### src/rtl/alu_cmd_seq_pkg.sv
// -----------------------------------------------------------------------------
// alu_cmd_seq_pkg
// Shared definitions for the ALU command sequencer: datapath sizes, command
// opcodes, ALU select codes and the sequencer state encoding.
// No ports (package).
// -----------------------------------------------------------------------------
package alu_cmd_seq_pkg;

   localparam int DATA_W = 16;
   localparam int NREGS  = 4;
   localparam int REG_AW = $clog2(NREGS);

   // Command opcodes carried on cmd_op
   localparam logic [1:0] OP_MOV = 2'b00;
   localparam logic [1:0] OP_ADD = 2'b01;
   localparam logic [1:0] OP_LDI = 2'b10;
   localparam logic [1:0] OP_NOP = 2'b11;

   // ALU select codes driven on alu_op
   localparam logic ALU_PASS = 1'b0;
   localparam logic ALU_ADD  = 1'b1;

   typedef enum logic [1:0] {
      IDLE = 2'b00,
      EXEC = 2'b01,
      WB   = 2'b10
   } state_e;

endpackage : alu_cmd_seq_pkg

### src/rtl/alu_cmd_seq_if.sv
// -----------------------------------------------------------------------------
// alu_cmd_seq_if
// Command handshake bundle between the control layer (master) and the
// sequencer (slave).
//   cmd_valid  master->slave  command present
//   cmd_ready  slave->master  sequencer can accept a command
//   cmd_op     master->slave  opcode (MOV/ADD/LDI/NOP)
//   cmd_rd     master->slave  destination register
//   cmd_rs1    master->slave  source register 1
//   cmd_rs2    master->slave  source register 2 (ADD only)
//   cmd_imm    master->slave  immediate (LDI only)
// -----------------------------------------------------------------------------
interface alu_cmd_seq_if;
   import alu_cmd_seq_pkg::*;

   logic              cmd_valid;
   logic              cmd_ready;
   logic [1:0]        cmd_op;
   logic [REG_AW-1:0] cmd_rd;
   logic [REG_AW-1:0] cmd_rs1;
   logic [REG_AW-1:0] cmd_rs2;
   logic [DATA_W-1:0] cmd_imm;

   modport master (
      output cmd_valid, cmd_op, cmd_rd, cmd_rs1, cmd_rs2, cmd_imm,
      input  cmd_ready
   );

   modport slave (
      input  cmd_valid, cmd_op, cmd_rd, cmd_rs1, cmd_rs2, cmd_imm,
      output cmd_ready
   );

endinterface : alu_cmd_seq_if

### src/rtl/alu_cmd_seq_regfile.sv
// -----------------------------------------------------------------------------
// alu_regfile
// NREGS x DATA_W register file for the command sequencer.
//   clk, rst          clock, synchronous active-high reset (clears all regs)
//   we, waddr, wdata  synchronous write port
//   raddr1 / rdata1   combinational read port (rs1)
//   raddr2 / rdata2   combinational read port (rs2)
//   dump_addr / dump_data  combinational observation port
// -----------------------------------------------------------------------------
module alu_regfile
   import alu_cmd_seq_pkg::*;
(
   input  logic              clk,
   input  logic              rst,
   input  logic              we,
   input  logic [REG_AW-1:0] waddr,
   input  logic [DATA_W-1:0] wdata,
   input  logic [REG_AW-1:0] raddr1,
   output logic [DATA_W-1:0] rdata1,
   input  logic [REG_AW-1:0] raddr2,
   output logic [DATA_W-1:0] rdata2,
   input  logic [REG_AW-1:0] dump_addr,
   output logic [DATA_W-1:0] dump_data
);

   logic [DATA_W-1:0] regs_q [NREGS];
   logic [DATA_W-1:0] regs_d [NREGS];

   // Next register contents: only the addressed entry changes on a write
   always_comb begin
      regs_d = regs_q;
      if (we) begin
         regs_d[waddr] = wdata;
      end else begin
         regs_d = regs_q;
      end
   end

   // Register storage with synchronous clear
   always_ff @(posedge clk) begin
      if (rst) begin
         for (int i = 0; i < NREGS; i++) begin
            regs_q[i] <= {DATA_W{1'b0}};
         end
      end else begin
         regs_q <= regs_d;
      end
   end

   assign rdata1    = regs_q[raddr1];
   assign rdata2    = regs_q[raddr2];
   assign dump_data = regs_q[dump_addr];

endmodule : alu_regfile

### src/rtl/alu_cmd_seq.sv
// -----------------------------------------------------------------------------
// alu_cmd_seq
// Command sequencer driving an external 16-bit two-operation ALU
// (0 = pass in1, 1 = in1 + in2). Each accepted command takes three cycles:
// IDLE (accept, register ALU drive) -> EXEC (ALU settles, result captured)
// -> WB (done pulse, register write at end of cycle).
//   clk, rst     clock, synchronous active-high reset
//   cmd          command handshake (slave side of alu_cmd_seq_if)
//   alu_in1/2    registered ALU operands
//   alu_op       registered ALU select
//   alu_result   combinational ALU output
//   done         one-cycle completion pulse (WB cycle)
//   done_data    value written by the completing command (0 for NOP)
//   dump_sel     register select for observation
//   dump_data    combinational read of R[dump_sel]
// -----------------------------------------------------------------------------
module alu_cmd_seq
   import alu_cmd_seq_pkg::*;
(
   input  logic              clk,
   input  logic              rst,
   alu_cmd_seq_if.slave      cmd,
   output logic [DATA_W-1:0] alu_in1,
   output logic [DATA_W-1:0] alu_in2,
   output logic              alu_op,
   input  logic [DATA_W-1:0] alu_result,
   output logic              done,
   output logic [DATA_W-1:0] done_data,
   input  logic [REG_AW-1:0] dump_sel,
   output logic [DATA_W-1:0] dump_data
);

   state_e            state_q,     state_d;
   logic [1:0]        op_q,        op_d;
   logic [REG_AW-1:0] rd_q,        rd_d;
   logic [DATA_W-1:0] alu_in1_q,   alu_in1_d;
   logic [DATA_W-1:0] alu_in2_q,   alu_in2_d;
   logic              alu_op_q,    alu_op_d;
   logic              done_q,      done_d;
   logic [DATA_W-1:0] done_data_q, done_data_d;

   logic              accept;
   logic              wb_we;
   logic [DATA_W-1:0] rs1_data;
   logic [DATA_W-1:0] rs2_data;

   // Ready is forced low during reset so nothing is accepted on a reset edge
   assign cmd.cmd_ready = (state_q == IDLE) & ~rst;
   assign accept        = cmd.cmd_valid & cmd.cmd_ready;

   // done_data_q doubles as the captured ALU result; NOP never writes back
   assign wb_we = (state_q == WB) & (op_q != OP_NOP);

   alu_regfile u_regfile (
      .clk       (clk),
      .rst       (rst),
      .we        (wb_we),
      .waddr     (rd_q),
      .wdata     (done_data_q),
      .raddr1    (cmd.cmd_rs1),
      .rdata1    (rs1_data),
      .raddr2    (cmd.cmd_rs2),
      .rdata2    (rs2_data),
      .dump_addr (dump_sel),
      .dump_data (dump_data)
   );

   // Sequencer next-state and registered-output computation
   always_comb begin
      state_d     = state_q;
      op_d        = op_q;
      rd_d        = rd_q;
      alu_in1_d   = alu_in1_q;
      alu_in2_d   = alu_in2_q;
      alu_op_d    = alu_op_q;
      done_d      = 1'b0;
      done_data_d = done_data_q;
      case (state_q)
         IDLE: begin
            if (accept) begin
               state_d = EXEC;
               op_d    = cmd.cmd_op;
               rd_d    = cmd.cmd_rd;
               case (cmd.cmd_op)
                  OP_MOV: begin
                     alu_op_d  = ALU_PASS;
                     alu_in1_d = rs1_data;
                     alu_in2_d = {DATA_W{1'b0}};
                  end
                  OP_ADD: begin
                     alu_op_d  = ALU_ADD;
                     alu_in1_d = rs1_data;
                     alu_in2_d = rs2_data;
                  end
                  OP_LDI: begin
                     // Immediate is routed through the ALU in pass mode
                     alu_op_d  = ALU_PASS;
                     alu_in1_d = cmd.cmd_imm;
                     alu_in2_d = {DATA_W{1'b0}};
                  end
                  default: begin
                     alu_op_d  = ALU_PASS;
                     alu_in1_d = {DATA_W{1'b0}};
                     alu_in2_d = {DATA_W{1'b0}};
                  end
               endcase
            end else begin
               state_d = IDLE;
            end
         end
         EXEC: begin
            // Capture at end of EXEC so done/done_data are registered in WB
            state_d     = WB;
            done_d      = 1'b1;
            done_data_d = (op_q == OP_NOP) ? {DATA_W{1'b0}} : alu_result;
         end
         WB: begin
            state_d = IDLE;
         end
         default: begin
            state_d = IDLE;
         end
      endcase
   end

   // Sequencer state and output registers
   always_ff @(posedge clk) begin
      if (rst) begin
         state_q     <= IDLE;
         op_q        <= OP_NOP;
         rd_q        <= {REG_AW{1'b0}};
         alu_in1_q   <= {DATA_W{1'b0}};
         alu_in2_q   <= {DATA_W{1'b0}};
         alu_op_q    <= ALU_PASS;
         done_q      <= 1'b0;
         done_data_q <= {DATA_W{1'b0}};
      end else begin
         state_q     <= state_d;
         op_q        <= op_d;
         rd_q        <= rd_d;
         alu_in1_q   <= alu_in1_d;
         alu_in2_q   <= alu_in2_d;
         alu_op_q    <= alu_op_d;
         done_q      <= done_d;
         done_data_q <= done_data_d;
      end
   end

   assign alu_in1   = alu_in1_q;
   assign alu_in2   = alu_in2_q;
   assign alu_op    = alu_op_q;
   assign done      = done_q;
   assign done_data = done_data_q;

endmodule : alu_cmd_seq

### src/flat_wrapper.sv
// flat-port wrapper written by rule: the top's interface ports become plain ports
module alu_cmd_seq_flat import alu_cmd_seq_pkg::*;
  (clk, rst, alu_in1, alu_in2, alu_op, alu_result, done, done_data, dump_sel, dump_data, cmd_cmd_valid, cmd_cmd_op, cmd_cmd_rd, cmd_cmd_rs1, cmd_cmd_rs2, cmd_cmd_imm, cmd_cmd_ready);
  alu_cmd_seq_if cmd_i ();
  input  logic clk;
  input  logic rst;
  output logic [DATA_W-1:0] alu_in1;
  output logic [DATA_W-1:0] alu_in2;
  output logic alu_op;
  input  logic [DATA_W-1:0] alu_result;
  output logic done;
  output logic [DATA_W-1:0] done_data;
  input  logic [REG_AW-1:0] dump_sel;
  output logic [DATA_W-1:0] dump_data;
  input wire logic [$bits(cmd_i.cmd_valid)-1:0] cmd_cmd_valid;
  input wire logic [$bits(cmd_i.cmd_op)-1:0] cmd_cmd_op;
  input wire logic [$bits(cmd_i.cmd_rd)-1:0] cmd_cmd_rd;
  input wire logic [$bits(cmd_i.cmd_rs1)-1:0] cmd_cmd_rs1;
  input wire logic [$bits(cmd_i.cmd_rs2)-1:0] cmd_cmd_rs2;
  input wire logic [$bits(cmd_i.cmd_imm)-1:0] cmd_cmd_imm;
  output wire logic [$bits(cmd_i.cmd_ready)-1:0] cmd_cmd_ready;
  assign cmd_i.cmd_valid = cmd_cmd_valid;
  assign cmd_i.cmd_op = cmd_cmd_op;
  assign cmd_i.cmd_rd = cmd_cmd_rd;
  assign cmd_i.cmd_rs1 = cmd_cmd_rs1;
  assign cmd_i.cmd_rs2 = cmd_cmd_rs2;
  assign cmd_i.cmd_imm = cmd_cmd_imm;
  assign cmd_cmd_ready = cmd_i.cmd_ready;
  alu_cmd_seq u_core (.clk(clk), .rst(rst), .cmd(cmd_i), .alu_in1(alu_in1), .alu_in2(alu_in2), .alu_op(alu_op), .alu_result(alu_result), .done(done), .done_data(done_data), .dump_sel(dump_sel), .dump_data(dump_data));
endmodule
### config.mk
export PLATFORM = sky130hd
export DESIGN_NAME = alu_cmd_seq_flat
export DESIGN_NICKNAME = d
export VERILOG_FILES = /design/src/rtl/alu_cmd_seq_pkg.sv /design/src/rtl/alu_cmd_seq_if.sv /design/src/rtl/alu_cmd_seq_regfile.sv /design/src/rtl/alu_cmd_seq.sv /design/src/flat_wrapper.sv
export SDC_FILE = /design/constraint.sdc
export NUM_CORES = 1
export LEC_CHECK = 0
export ABC_CLOCK_PERIOD_IN_PS = 1610
export CAP_MARGIN = 20
export CORE_ASPECT_RATIO = 0.75
export CORE_UTILIZATION = 35
export CTS_CLUSTER_DIAMETER = 100
export DETAILED_ROUTE_END_ITERATION = 8
export PLACE_DENSITY_LB_ADDON = 0.12
export SLEW_MARGIN = 40
export SYNTH_ARGS = -nofsm -noshare
export SYNTH_HDL_FRONTEND = slang
export SYNTH_SLANG_ARGS = --single-unit
### constraint.sdc
create_clock -name clk -period 1.61 [get_ports clk]
set_input_delay 0.161 -clock clk [delete_from_list [all_inputs] [get_ports clk]]
set_output_delay 0.161 -clock clk [all_outputs]
set_load 0.1 [all_outputs]
# --- Word level (Yosys, flattened, before mapping) ---
# Cells that the tools add are included.
op_classes:
  n_mux: 19
  bitwise_logic: 8
  order_cmp: 5
  n_mul: 0
  addsub: 0
  n_reduce_logical: 5
  eq_ne: 6
  shift: 0
  n_div: 0
op_table:
  columns: ["operator", "count"]
  rows:
  - ["2-to-1 mux 16 bit", 9]
  - ["binary-select mux 16 bit (select 2 bit)", 3]
  - ["bitwise mux 64 bit", 1]
  - ["demux 16 bit (select 2 bit)", 1]
  - ["one-hot mux 16 bit (2 select lines)", 1]
  - ["greater-or-equal comparator 3 bit (second input constant)", 4]
  - ["inverter 2 -> 3 bit", 4]
  - ["== test 2 bit (second input constant)", 3]
  - ["== test 2 x 1 -> 1 bit (second input constant)", 2]
  - ["logical NOT 2 bit", 2]
  - ["one-hot mux 2 bit (2 select lines)", 1]
  - ["AND 1 bit", 3]
  - ["< comparator 3 x 1 -> 1 bit (second input constant)", 1]
  - ["2-to-1 mux 1 bit", 3]
  - ["inequality test 2 bit (second input constant)", 1]
  - ["AND reduction 2 bit", 1]
  - ["OR reduction 2 bit", 1]
  - ["logical AND 1 bit", 1]
  - ["inverter 1 bit", 1]
totals:
  n_memories: 0
  rom_bits: 0
  out_inout_bits: 67
  in_bits: 45
  latch_bits: 0
  reg_bits: 120
  word_cells: 55
  ram_bits: 0

# --- Longest topological paths before layout ---
# Gate-level depths: netlist of the first run.
logic_depth:
  ltp_word: 6
  ltp_mapped: 5
  mapped_depth_nobuf: 3

# --- Hierarchy ---
# From an unflattened synthesis of the first run, not the netlist that was laid out.
hier_totals:
  cells_unflattened: 506
  area_unflattened_um2: 5721.7
modules_own_cells:
  columns: ["mod", "instances", "cells_each", "area_each_um2"]
  rows:
  - ["alu_regfile", 1, 289, 3718.6]
  - ["alu_cmd_seq", 1, 217, 2003.2]

# --- Least setup slack after synthesis of the first run ---
# Ideal clock, no wire load.
synth_path:
  kind: "register to register"
  startpoint: "register u_core.state_q[1]"
  endpoint: "register u_core.alu_op_q, in the netlist u_core.alu_op"
  slack_ps: -1790
  stages_incl_launch_ff: 6
  setup_ps: 57
  period_less_slack_ps: 3400
  required_time_ps: 1553
  n_path_buf: 2
  t_arrival_ps: 3343
  cell_sequence: "dfxtp_1 > nor3_1 > and4b_1 > buf_2 > buf_2 > o21ba_2"
synth_via:
  elab_chain_len: 4
synth_lines:
  columns: ["element", "line", "rtl"]
  rows:
  - ["from (decl)", "alu_cmd_seq.sv:33", "state_e state_q, state_d;"]
  - ["from (signal assigned)", "alu_cmd_seq.sv:138", "state_q <= state_d;"]
  - ["logical NOT 2 bit", "alu_cmd_seq.sv:48", "assign cmd.cmd_ready = (state_q == IDLE) & ~rst;"]
  - ["AND 1 bit", "alu_cmd_seq.sv:48", null]
  - ["named net cmd_cmd_ready", "flat_wrapper.sv:21", "output wire logic [$bits(cmd_i.cmd_ready)-1:0] cmd_cmd_ready;"]
  - ["AND 1 bit", "alu_cmd_seq.sv:49", "assign accept = cmd.cmd_valid & cmd.cmd_ready;"]
  - ["AND reduction 2 bit (no line)", null, null]
  - ["to (signal assigned)", "alu_cmd_seq.sv:143", "alu_op_q <= alu_op_d;"]
  - ["to (decl)", "alu_cmd_seq.sv:38", "logic alu_op_q, alu_op_d;"]
# The timed path passes the listed nets, and every way through them passes these cells.
# A chain may end at the register's enable or synchronous reset.

# --- Final worst setup path of the first run ---
layout_path:
  startpoint: "register u_core.u_regfile.regs_q[28] (netlist bit)"
  endpoint: "output port dump_data[12]"
layout_via:
  elab_chain_len: 3
layout_lines:
  columns: ["element", "line", "rtl"]
  rows:
  - ["from (decl)", "alu_cmd_seq_regfile.sv:26", "logic [DATA_W-1:0] regs_q [NREGS];"]
  - ["from (signal, indexed assignment)", "alu_cmd_seq_regfile.sv:43", "regs_q[i] <= {DATA_W{1'b0}};"]
  - ["from (signal assigned)", "alu_cmd_seq_regfile.sv:46", "regs_q <= regs_d;"]
  - ["binary-select mux 16 bit (select 2 bit)", "alu_cmd_seq_regfile.sv:52", "assign dump_data = regs_q[dump_addr];"]
  - ["2-to-1 mux 16 bit (not written as such) (2 in series)", "alu_cmd_seq_regfile.sv:52", null]
  - ["to (decl)", "flat_wrapper.sv:14", "output logic [DATA_W-1:0] dump_data;"]
# Every way passes these cells. The select of a mux whose other input is x is not followed.

==> summary.md, run 1 <==
| Metric | Value |
|---|---|
| DR vias | `4817` |
| CTS Buf Count | `17` |
| Routed WL | `roughly 18 mm` |
| Gr ovfl total | `0` |
| Diodes inserted | `0` |
| First-pass DRT Iterations | `4` |
| Worst reg-to-reg path cell count | `4` |
| Drc violations | `0` |
| Die W | `151 µm` |
| Relative slew slack | `0.706` |
| Critical Path AT | `around 1.5 ns` |
| Highest routed layer | `met4` |
| Die height | `114 µm` |
| Commonest non-fill, non-tap cell in the layout | `nand2b_1` |
| Setup violators final | `2` |
| Final hold vios | `0` |
| Net Count, Synth | `588` |
| Failing checks | `negative setup slack` |
| Worst Path Required | `about 1.5 ns` |
| Peak supply drop | `659 µV` |
| Die area | `roughly 0.017 mm²` |
| #FFs+latches synth | `120` |
| Final Cell Area | `0.00901 mm²` |
| Met3 WL | `1.33 mm` |
| PD cells | `approximately 880 mW/mm²` |
| Mapped Cells | `543` |
| Maximum clock rate | `0.620 GHz` |
| Core area | `0.0162 mm²` |
| Layout cell share with drive strength beyond 1 | `0.430` |
| DRT iter0 DRCs | `264` |
| Initial Util | `0.362` |
| Commonest cells after routing, fill and taps aside | `nand2b_1, buf_12, mux2i_1` |
| Wirelength per Cell | `20.1 µm` |
| Leakage | `around 3.6 nW` |
| Row cnt | `40` |
| Post-DRT Antenna Nets | `0` |
| Most used DFF post-synth | `dfxtp_1` |
| Antenna violations before repair | `0` |
| First-pass GRT wire length | `about 28 mm` |
| Proportion of synthesized flip-flops having asynchronous set or reset | `0` |
| Max Slew Vio Count | `0` |
| Reg clk slew, reported paths | `0.06 ns` |
| Met2 WL | `7.98 mm` |
| Status | `finished, violations left` |
| Metal-1 WL | `8.86 mm` |
| CTS Root Cell | `clkbuf_16` |
| Startpoint types | `flop` |
| Crit end category | `primary output` |
| CTS Buffer Depth | `2` |
| Cell Area, Placed | `0.00812 mm²` |
| Largest net degree at the start of global routing | `54` |
| Tot GR Track Use | `0.224` |
| WHS Path Cells | `3` |
| Clk_lat worst skew | `0.41 ns` |
| Min Hold Slack | `~0.26 ns` |
| Worst slew pin tran | `0.437 ns` |
| Worst Setup Path Type | `flop to primary output` |
| Drt via density | `between 5 and 6` |
| RSZ-0062 raised after global routing | `yes` |
| Layout area overhead | `54.2%` |
| Synth Warn # | `0` |
| H-tree depth | `4` |
| Synthesized cell area | `0.00584 mm²` |
| IO Port Bufs | `111` |
| Post-synth EDFFs | `0` |
| Hold WC Path Type | `primary input to flop` |
| Vias in the first global route | `4930` |
| Worst Slack Setup Final | `-0.00372 ns` |
| Max Cap Viol | `0` |
| Sequential share of the synthesized area | `0.411` |
| Tcrit/Tclk final | `1.00` |
| Syn_area_per_cell | `10.8 µm²` |
| Clock sinks | `120` |
| CP Max Fanout | `4` |
| Layout Skew | `0.0117 ns` |
| Placer Congestion | `0.828` |
| Final-stage net count | `741` |
| DP Wirelength | `approximately 13 mm` |
| Tmin final | `1.61 ns` |
| Total negative slack | `-0.00564 ns` |
| TritonCTS clock tree | `built` |
| # IOs | `112` |
| Synth cell types | `32` |
==> synth_stat cells, types with 3 or more instances <==
cell      instances  area share
nand3_1          16       0.014
buf_2            17       0.015
mux2i_1          64        0.11
a22oi_1          16       0.021
nand2_1          26       0.017
nor2_1           21       0.013
a21oi_1          34       0.029
mux2_2           32       0.062
mux4_2           32        0.12
a22o_1           16       0.024
nor2b_1           3      0.0032
a211oi_1         16       0.021
buf_6             3      0.0058
nand2b_1         81       0.087
clkbuf_1         26       0.017
dfxtp_1         120        0.41
==> state kept, by name, indices dropped and copies added (netlist names) <==
register,flops
u_core.u_regfile.regs_q,64
u_core.alu_in1,16
u_core.alu_in2,16
u_core.done_data,16
u_core.op_q,2
u_core.rd_q,2
u_core.state_q,2
u_core.alu_op,1
u_core.done,1
==> critical path, cell delays in order (launching register included) <==
cell     delay [ns]
dfxtp_2        0.33
mux4_2         0.51
buf_12         0.19
==> stage by stage <==
step / util / power, mW / setup slack [ns] / cells
after floorplan: - / 3.81 / -0.287 / 543
after global placement: 0.502 / 4.32 / -0.202 / 858
after detailed placement: 0.502 / 4.33 / -0.220 / 858
after CTS: 0.550 / 8.03 / -0.0122 / 907
after global routing: 0.558 / 8.21 / -0.0308 / 919
final: 0.558 / 7.95 / -0.00372 / 919
==> logic make-up after synthesis <==
kind of cell / synth area share
AO/OA/AOI/OAI: 0.0959
buffers and inverters: 0.0396
flip-flops: 0.411
multiplexers: 0.295
AND/OR/NAND/NOR: 0.159
==> cell type report <==
type | count | area [µm²]
well taps | 210 | 263
clock inverters | 9 | 100
multi-input cells | 374 | 3230
clock buffers | 23 | 458
flip-flops and latches | 120 | 2480
fillers | 1374 | 7150
repair buffers | 183 | 2470
==> report_power, final <==
group	total [mW]	internal, mW	switching [mW]
logic	1.19	0.500	0.687
clock network	3.66	2.30	1.36
registers	3.10	3.03	0.0717
total	7.95	5.83	2.12
==> layer usage <==
layer | vias to the layer above | global-route usage
li1 | 2287 | -
met1 | 2363 | 0.321
met2 | 147 | 0.323
met3 | 20 | 0.0628
met4 | 0 | 0.0693
met5 | - | 0
==> worst paths after layout <==
path | to | start | slack [ns]
worst max-delay path | dump_data[12] | u_core.u_regfile.regs_q[28] | -0.004
worst min-delay path | u_core.done_data[2] | rst | 0.26
worst max register to register | u_core.alu_in1[5] | u_core.state_q[1] | 0.03
worst min register to register | u_core.op_q[0] | u_core.op_q[0] | 0.49
==> timing repair <==
action,CTS,global route
hold endpoints to repair,0,0
hold buffers,0,0
buffers inserted,16,12
resized for setup,56,17
cloned,1,0
setup endpoints to repair,16,19
No activity file was read; power rests on OpenSTA's default activity.
==> inputs of run 2 (changes only) <==
GPL_TIMING_DRIVEN = 0   (was not set)
==> run 2 against run 1 <==
  * The run still ends with negative setup slack left
  * Flip-flop and latch count is the same
  * Count of clock-buffer cells in the layout is 1 lower
  * Utilization is 5.0 points lower
  * Non-clock buffer count increased by 21
  * Largest power group unchanged
  * Via count up 2.3%
  * Sequential power about the same
==> summary.md, run 2 (synthesis gave the netlist of run 1 again) <==
| Metric | Value |
|---|---|
| Worst stage delay on the critical path | `0.53 ns (+0.02 ns)` |
| Worst Slack Setup Final | `-0.0223 ns (-0.0186 ns)` |
| Tcrit/Tclk final | `1.01 (+0.0116)` |
| Crit path max-delay family | `multiplexers` |
| Antenna violations before repair | `0 (unchanged)` |
| # IOs | `112 (unchanged)` |
| Tmin final | `1.63 ns (+0.0186 ns)` |
| Layout Skew | `0.0100 ns (-0.00173 ns)` |
| Worst Path Required | `1.45 ns (about the same)` |
| TritonCTS clock tree | `built` |
| Top reg by flops | `u_core.u_regfile.regs_q` |
| Initial Util | `0.362 (unchanged)` |
| DR vias | `4928 (+2.3%)` |
| Relative slew slack | `0.534 (-0.172)` |
| Largest net degree at the start of global routing | `17 (-69%)` |
| Clock sinks | `120 (unchanged)` |
| Final hold vios | `0 (unchanged)` |
| Maximum clock rate | `0.613 GHz (-1.1%)` |
| CTS Buf Count | `17 (unchanged)` |
| Placer Congestion | `0.807 (-2.5%)` |
| Commonest cells after routing, fill and taps aside | `nand2b_1, dfxtp_2, mux2i_1` |
| Wirelength per Cell | `20.0 µm (-0.33%)` |
| Final-stage net count | `762 (+2.8%)` |
| Total chip power | `7.91 mW (-0.54%)` |
| Die area | `0.0172 mm² (unchanged)` |
| CTS Root Cell | `clkbuf_16` |
| IO Port Bufs | `106 (-4.5%)` |
| Row cnt | `40 (unchanged)` |
| H-tree depth | `4 (unchanged)` |
| Crit end category | `primary output` |
| Worst path cell trace | `mux4_2 -> buf_12` |
| Fin cells | `940 (+2.3%)` |
| Leakage | `3.54 nW (-2.9%)` |
| RSZ-0062 raised after global routing | `yes` |
| First-pass DRT Iterations | `4 (unchanged)` |
| PD cells | `964 mW/mm² (+9.3%)` |
| Slowest cell on the critical path | `mux4_2` |
| Startpoint types | `flop` |
| Vias in the first global route | `5002 (+1.5%)` |
| Max Slew Vio Count | `0 (unchanged)` |
| Hold WC Path Type | `primary input to flop` |
| Failing checks | `negative setup slack` |
| Final Cell Area | `0.00820 mm² (-9.0%)` |
| Gr ovfl total | `0 (unchanged)` |
| Cell Area, Placed | `0.00686 mm² (-16%)` |
| Min Hold Slack | `0.284 ns (+0.0204 ns)` |
| Inst Count DP | `859 (+0.12%)` |
| Total negative slack | `-0.0399 ns (-0.0343 ns)` |
| Commonest non-fill, non-tap cell in the layout | `nand2b_1` |
| Layout cell share with drive strength beyond 1 | `0.447 (+0.0164)` |
| Layout area overhead | `40.4%` |
| Peak supply drop | `735 µV (+12%)` |
| Routed WL | `18.8 mm (+1.9%)` |
| CP bufs+invs | `1 (unchanged)` |
| Drc violations | `0 (unchanged)` |
| Die W | `151 µm (unchanged)` |
| DP Wirelength | `13.3 mm (+6.4%)` |
| Core area | `0.0162 mm² (unchanged)` |
| Post-DRT Antenna Nets | `0 (unchanged)` |
| Setup violators final | `4 (+2)` |
| CP Max Fanout | `2 (-2)` |
| Max reg flops | `64 (unchanged)` |
| Worst Setup Path Type | `flop to primary output` |
| Diodes inserted | `0 (unchanged)` |
| Clk_lat worst skew | `0.42 ns (about the same)` |
| Tot GR Track Use | `0.233 (+0.00849)` |
| Critical Path AT | `1.47 ns (+0.02 ns)` |
| Reg clk slew, reported paths | `0.06 ns (about the same)` |
| First-pass GRT wire length | `29.1 mm (+2.8%)` |
| DRT iter0 DRCs | `254 (-3.8%)` |
| Die height | `114 µm (unchanged)` |
| CTS Buffer Depth | `2 (unchanged)` |
| Worst slew pin tran | `0.699 ns (+0.262 ns)` |
| Drt via density | `5.24 (about the same)` |
| Status | `finished, violations left` |
| Max Cap Viol | `0 (unchanged)` |
[run 2: cell count changes in the layout (fill, tap and decap cells not counted), moves of 3 or more]
cell      change
buf_2        +62
buf_12       -61
clkbuf_2     +15
clkbuf_1      +6
buf_4         -5
dfxtp_2       +4
buf_6         +3
clkbuf_4      +3
dfxtp_1       -3
[run 2: cell type report]
type	count	area (µm²)
Buffer	48	279
Clock buffer	22	464
Clock inverter	10	125
Fill cell	1490	7960
Multi-Input combinational cell	374	3240
Sequential cell	120	2480
Tap cell	210	263
Timing Repair Buffer	156	1340
[run 2: power by group]
group | internal, mW | total [mW] | switching (mW)
logic | 0.300 | 0.979 | 0.679
clock network | 2.49 | 3.86 | 1.36
registers | 3.03 | 3.07 | 0.0443
total | 5.82 | 7.91 | 2.09
[run 2: routing by layer]
layer,global-route usage,share of wire,vias up
met5,0,0,-
met4,0.0807,0.018,0
met3,0.0668,0.071,27
met2,0.340,0.43,162
met1,0.326,0.48,2412
li1,-,-,2327
[run 2: worst reg2reg max path: cells and delay by family (launching register included)]
family        cells  cell delay (ns)
flops             1             0.33
simple gates      2             0.65
buf+inv           2             0.34
mux               1             0.13
[run 2: metrics by stage]
step	utilization	setup slack, ns
3_3_place_gp	0.445	-1.00
5_1_grt	0.508	-0.0450
4_1_cts	0.501	-0.0377
2_1_floorplan	-	-0.287
6_report	0.508	-0.0223
3_5_place_dp	0.424	-0.783
[run 2: worst paths after layout]
path | start | end | slack, ns | cells past startpoint
max | u_core.u_regfile.regs_q[13] | dump_data[13] | -0.02 | 2
min | cmd_cmd_rd[0] | u_core.rd_q[0] | 0.28 | 3
max reg2reg | u_core.op_q[0] | u_core.u_regfile.regs_q[54] | 0.03 | 5
min reg2reg | u_core.alu_in2[14] | u_core.alu_in2[14] | 0.47 | 1
[run 2: repair_timing]
item                                    in CTS  in global routing
hold buffers                                 0                  0
endpoints found under the setup margin     108                 58
resized for setup                          136                 30
pin swaps                                    1                  0
setup buffers                               43                  7
==> inputs of run 3 (changes only) <==
DONT_BUFFER_PORTS = 1   (was not set)
==> run 3 against run 2 <==
  * The run still ends with negative setup slack left
  * Clock skew fell by 0.0030 ns
  * Utilization is 3.5 points lower
  * Count of clock-buffer cells in the layout down 1
  * Critical path depth decreased by 1
  * First-iteration DRC count increased by 40%
  * Worst hold slack got worse by 0.21 ns
  * Sequential share of layout area rose by 3.1 points
  * Critical endpoint unchanged
  * Largest cell class unchanged
==> summary.md, run 3 (synthesis gave the netlist of run 1 again) <==
| Metric | Value |
|---|---|
| Met2 Use GR | `0.329 (-0.0113)` |
| Fillers | `1488 (-0.13%)` |
| Post-DRT Antenna Nets | `0 (unchanged)` |
| Tot GR Track Use | `0.232 (-0.000279)` |
| Final-stage net count | `692 (-9.2%)` |
| Tcrit/Tclk final | `1.04 (+0.0255)` |
| Worst Setup Path Type | `flop to primary output` |
| Final hold vios | `0 (unchanged)` |
| Status | `finished, violations left` |
| Row cnt | `40 (unchanged)` |
| First-pass DRT Iterations | `5 (+1)` |
| Worst slew pin tran | `0.700 ns (+0.000471 ns)` |
| Worst reg-to-reg setup slack | `0.08 ns (+0.05 ns)` |
| Max Cap Viol | `0 (unchanged)` |
| Commonest cells after routing, fill and taps aside | `dfxtp_2, nand2b_1, mux2i_1` |
| Crit end category | `primary output` |
| DR vias | `4702 (-4.6%)` |
| Crit path max-delay family | `multiplexers` |
| Leakage | `3.11 nW (-12%)` |
| Commonest non-fill, non-tap cell in the layout | `dfxtp_2` |
| Routed WL | `19.0 mm (+0.96%)` |
| Worst path cell trace | `mux4_2` |
| Worst Path Required | `1.45 ns (about the same)` |
| Slowest cell on the critical path | `mux4_2` |
| Gr ovfl total | `0 (unchanged)` |
| CTS Buffer Depth | `2 (unchanged)` |
| Layout cell share with drive strength beyond 1 | `0.442 (-0.00433)` |
| GRT met3 Usage | `0.0708 (+0.00400)` |
| PD cells | `1030 mW/mm² (+6.4%)` |
| Total negative slack | `-0.601 ns (-0.561 ns)` |
| Die W | `151 µm (unchanged)` |
| TritonCTS clock tree | `built` |
| DRT iter0 DRCs | `356 (+40%)` |
| DP Wirelength | `13.1 mm (-1.3%)` |
| Worst reg-to-reg path cell count | `5 (unchanged)` |
| Startpoint types | `flop` |
| Final core utilization | `0.472 (-0.0353)` |
| Setup violators final | `16 (+12)` |
| Layout area overhead | `30.6%` |
| Maximum clock rate | `0.598 GHz (-2.5%)` |
| Tmin final | `1.67 ns (+0.0411 ns)` |
| R2R Path End | `u_core.u_regfile.regs_q[9]` |
| Largest net degree at the start of global routing | `17 (unchanged)` |
| CP Max Fanout | `4 (+2)` |
| CP bufs+invs | `0 (-1)` |
| Worst stage delay on the critical path | `0.75 ns (+0.22 ns)` |
| CP endpoint | `dump_data[13]` |
| Drc violations | `0 (unchanged)` |
| Die height | `114 µm (unchanged)` |
| Core area | `0.0162 mm² (unchanged)` |
| Worst path depth | `1 (-1)` |
| H-tree depth | `4 (unchanged)` |
| Initial Util | `0.362 (unchanged)` |
| Reg clk slew, reported paths | `0.06 ns (about the same)` |
| Die area | `0.0172 mm² (unchanged)` |
| Max Slew Vio Count | `0 (unchanged)` |
| Placer Congestion | `0.778 (-3.6%)` |
| Layout Skew | `0.00696 ns (-0.00304 ns)` |
| Worst Slack Setup Final | `-0.0634 ns (-0.0411 ns)` |
| # IOs | `112 (unchanged)` |
| Hold WC Path Type | `primary input to flop` |
| RR Startpoint | `u_core.state_q[0]` |
| Top reg by flops | `u_core.u_regfile.regs_q` |
| Antenna violations before repair | `0 (unchanged)` |
| Failing checks | `negative setup slack` |
| Clk_lat worst skew | `0.41 ns (about the same)` |
| Clock sinks | `120 (unchanged)` |
| Critical Path AT | `1.51 ns (+0.04 ns)` |
| GRT met1 Usage | `0.340 (+0.0142)` |
| Drt via density | `5.42 (+3.3%)` |
| Peak supply drop | `962 µV (+31%)` |
| First-pass GRT wire length | `28.9 mm (-0.55%)` |
| Max reg flops | `64 (unchanged)` |
| Vias in the first global route | `4834 (-3.4%)` |
| Relative slew slack | `0.534 (about the same)` |
| RSZ-0062 raised after global routing | `yes` |
| IO Port Bufs | `0 (-100%)` |
| Top Usage Layer GRT | `met1` |
| Diodes inserted | `0 (unchanged)` |
| CTS Root Cell | `clkbuf_16` |
| CTS Buf Count | `17 (unchanged)` |
| Crit path from | `u_core.u_regfile.regs_q[45]` |
| Wirelength per Cell | `21.9 µm (+9.3%)` |
==> run 3: cell count changes in the layout (fill, tap and decap cells not counted), moves of 2 or more <==
cell / delta
buf_12: -16
buf_2: -51
buf_4: -2
clkbuf_1: +12
clkbuf_2: -12
clkdlybuf4s50_1: -39
clkinv_2: -3
clkinvlp_4: +2
dfxtp_1: -49
dfxtp_2: +49
dlygate4sd3_1: +36
==> run 3: area by class of cell <==
cell class                 instances  area, µm²  area share
clock buffer                      21        460      0.0603
buffer                            48        259      0.0339
clock inverter                     9        125      0.0164
tap                              210        263      0.0344
multi-input combinational        374       3240       0.424
sequential                       120       2550       0.334
timing repair buffer              86        743      0.0974
==> run 3: metal layers <==
| metal | wire (µm) | vias to the layer above |
|---|---|---|
| li1 | - | 2174 |
| met1 | 9380 | 2346 |
| met2 | 8100 | 168 |
| met3 | 1350 | 14 |
| met4 | 187 | 0 |
| met5 | 0 | - |
==> run 3: repair_timing <==
action                     in CTS  in global routing
setup endpoints to repair      79                 45
buffers inserted               48                  1
hold buffers                   36                  0
hold endpoints to repair       36                  0
gates resized for setup        70                 13
pin swaps                       1                  0
==> run 3: metrics by stage <==
step | hold WS, ns | area, µm² | instances | setup WS (ns) | total power [mW]
floorplan | 0.285 | 5870 | 543 | -0.287 | 3.81
global placement | 0.288 | 6130 | 753 | -0.521 | 3.95
detailed placement | 0.295 | 6210 | 754 | -0.276 | 3.98
CTS | 0.0470 | 7620 | 868 | -0.0812 | 7.89
global route | 0.0454 | 7630 | 868 | -0.0960 | 8.09
finish | 0.0703 | 7630 | 868 | -0.0634 | 7.83
==> run 3: how the worst min path moves through the flow <==
stage | depth (start not counted) | from | endpoint
final | 2 | rst | u_core.alu_in2[15]
after CTS | 2 | rst | u_core.alu_in2[2]
after floorplan | 2 | cmd_cmd_op[0] | u_core.op_q[0]
after detailed placement | 2 | cmd_cmd_op[0] | u_core.op_q[0]
after global placement | 2 | cmd_cmd_op[1] | u_core.op_q[1]
after global routing | 2 | rst | u_core.alu_in2[2]
==> run 3: where the power goes <==
part	switching (mW)	total, mW	internal (mW)	leakage [nW]
clock network	1.35	3.83	2.48	0.285
logic	0.341	0.587	0.247	1.80
registers	0.374	3.41	3.04	1.03
total	2.06	7.83	5.77	3.11
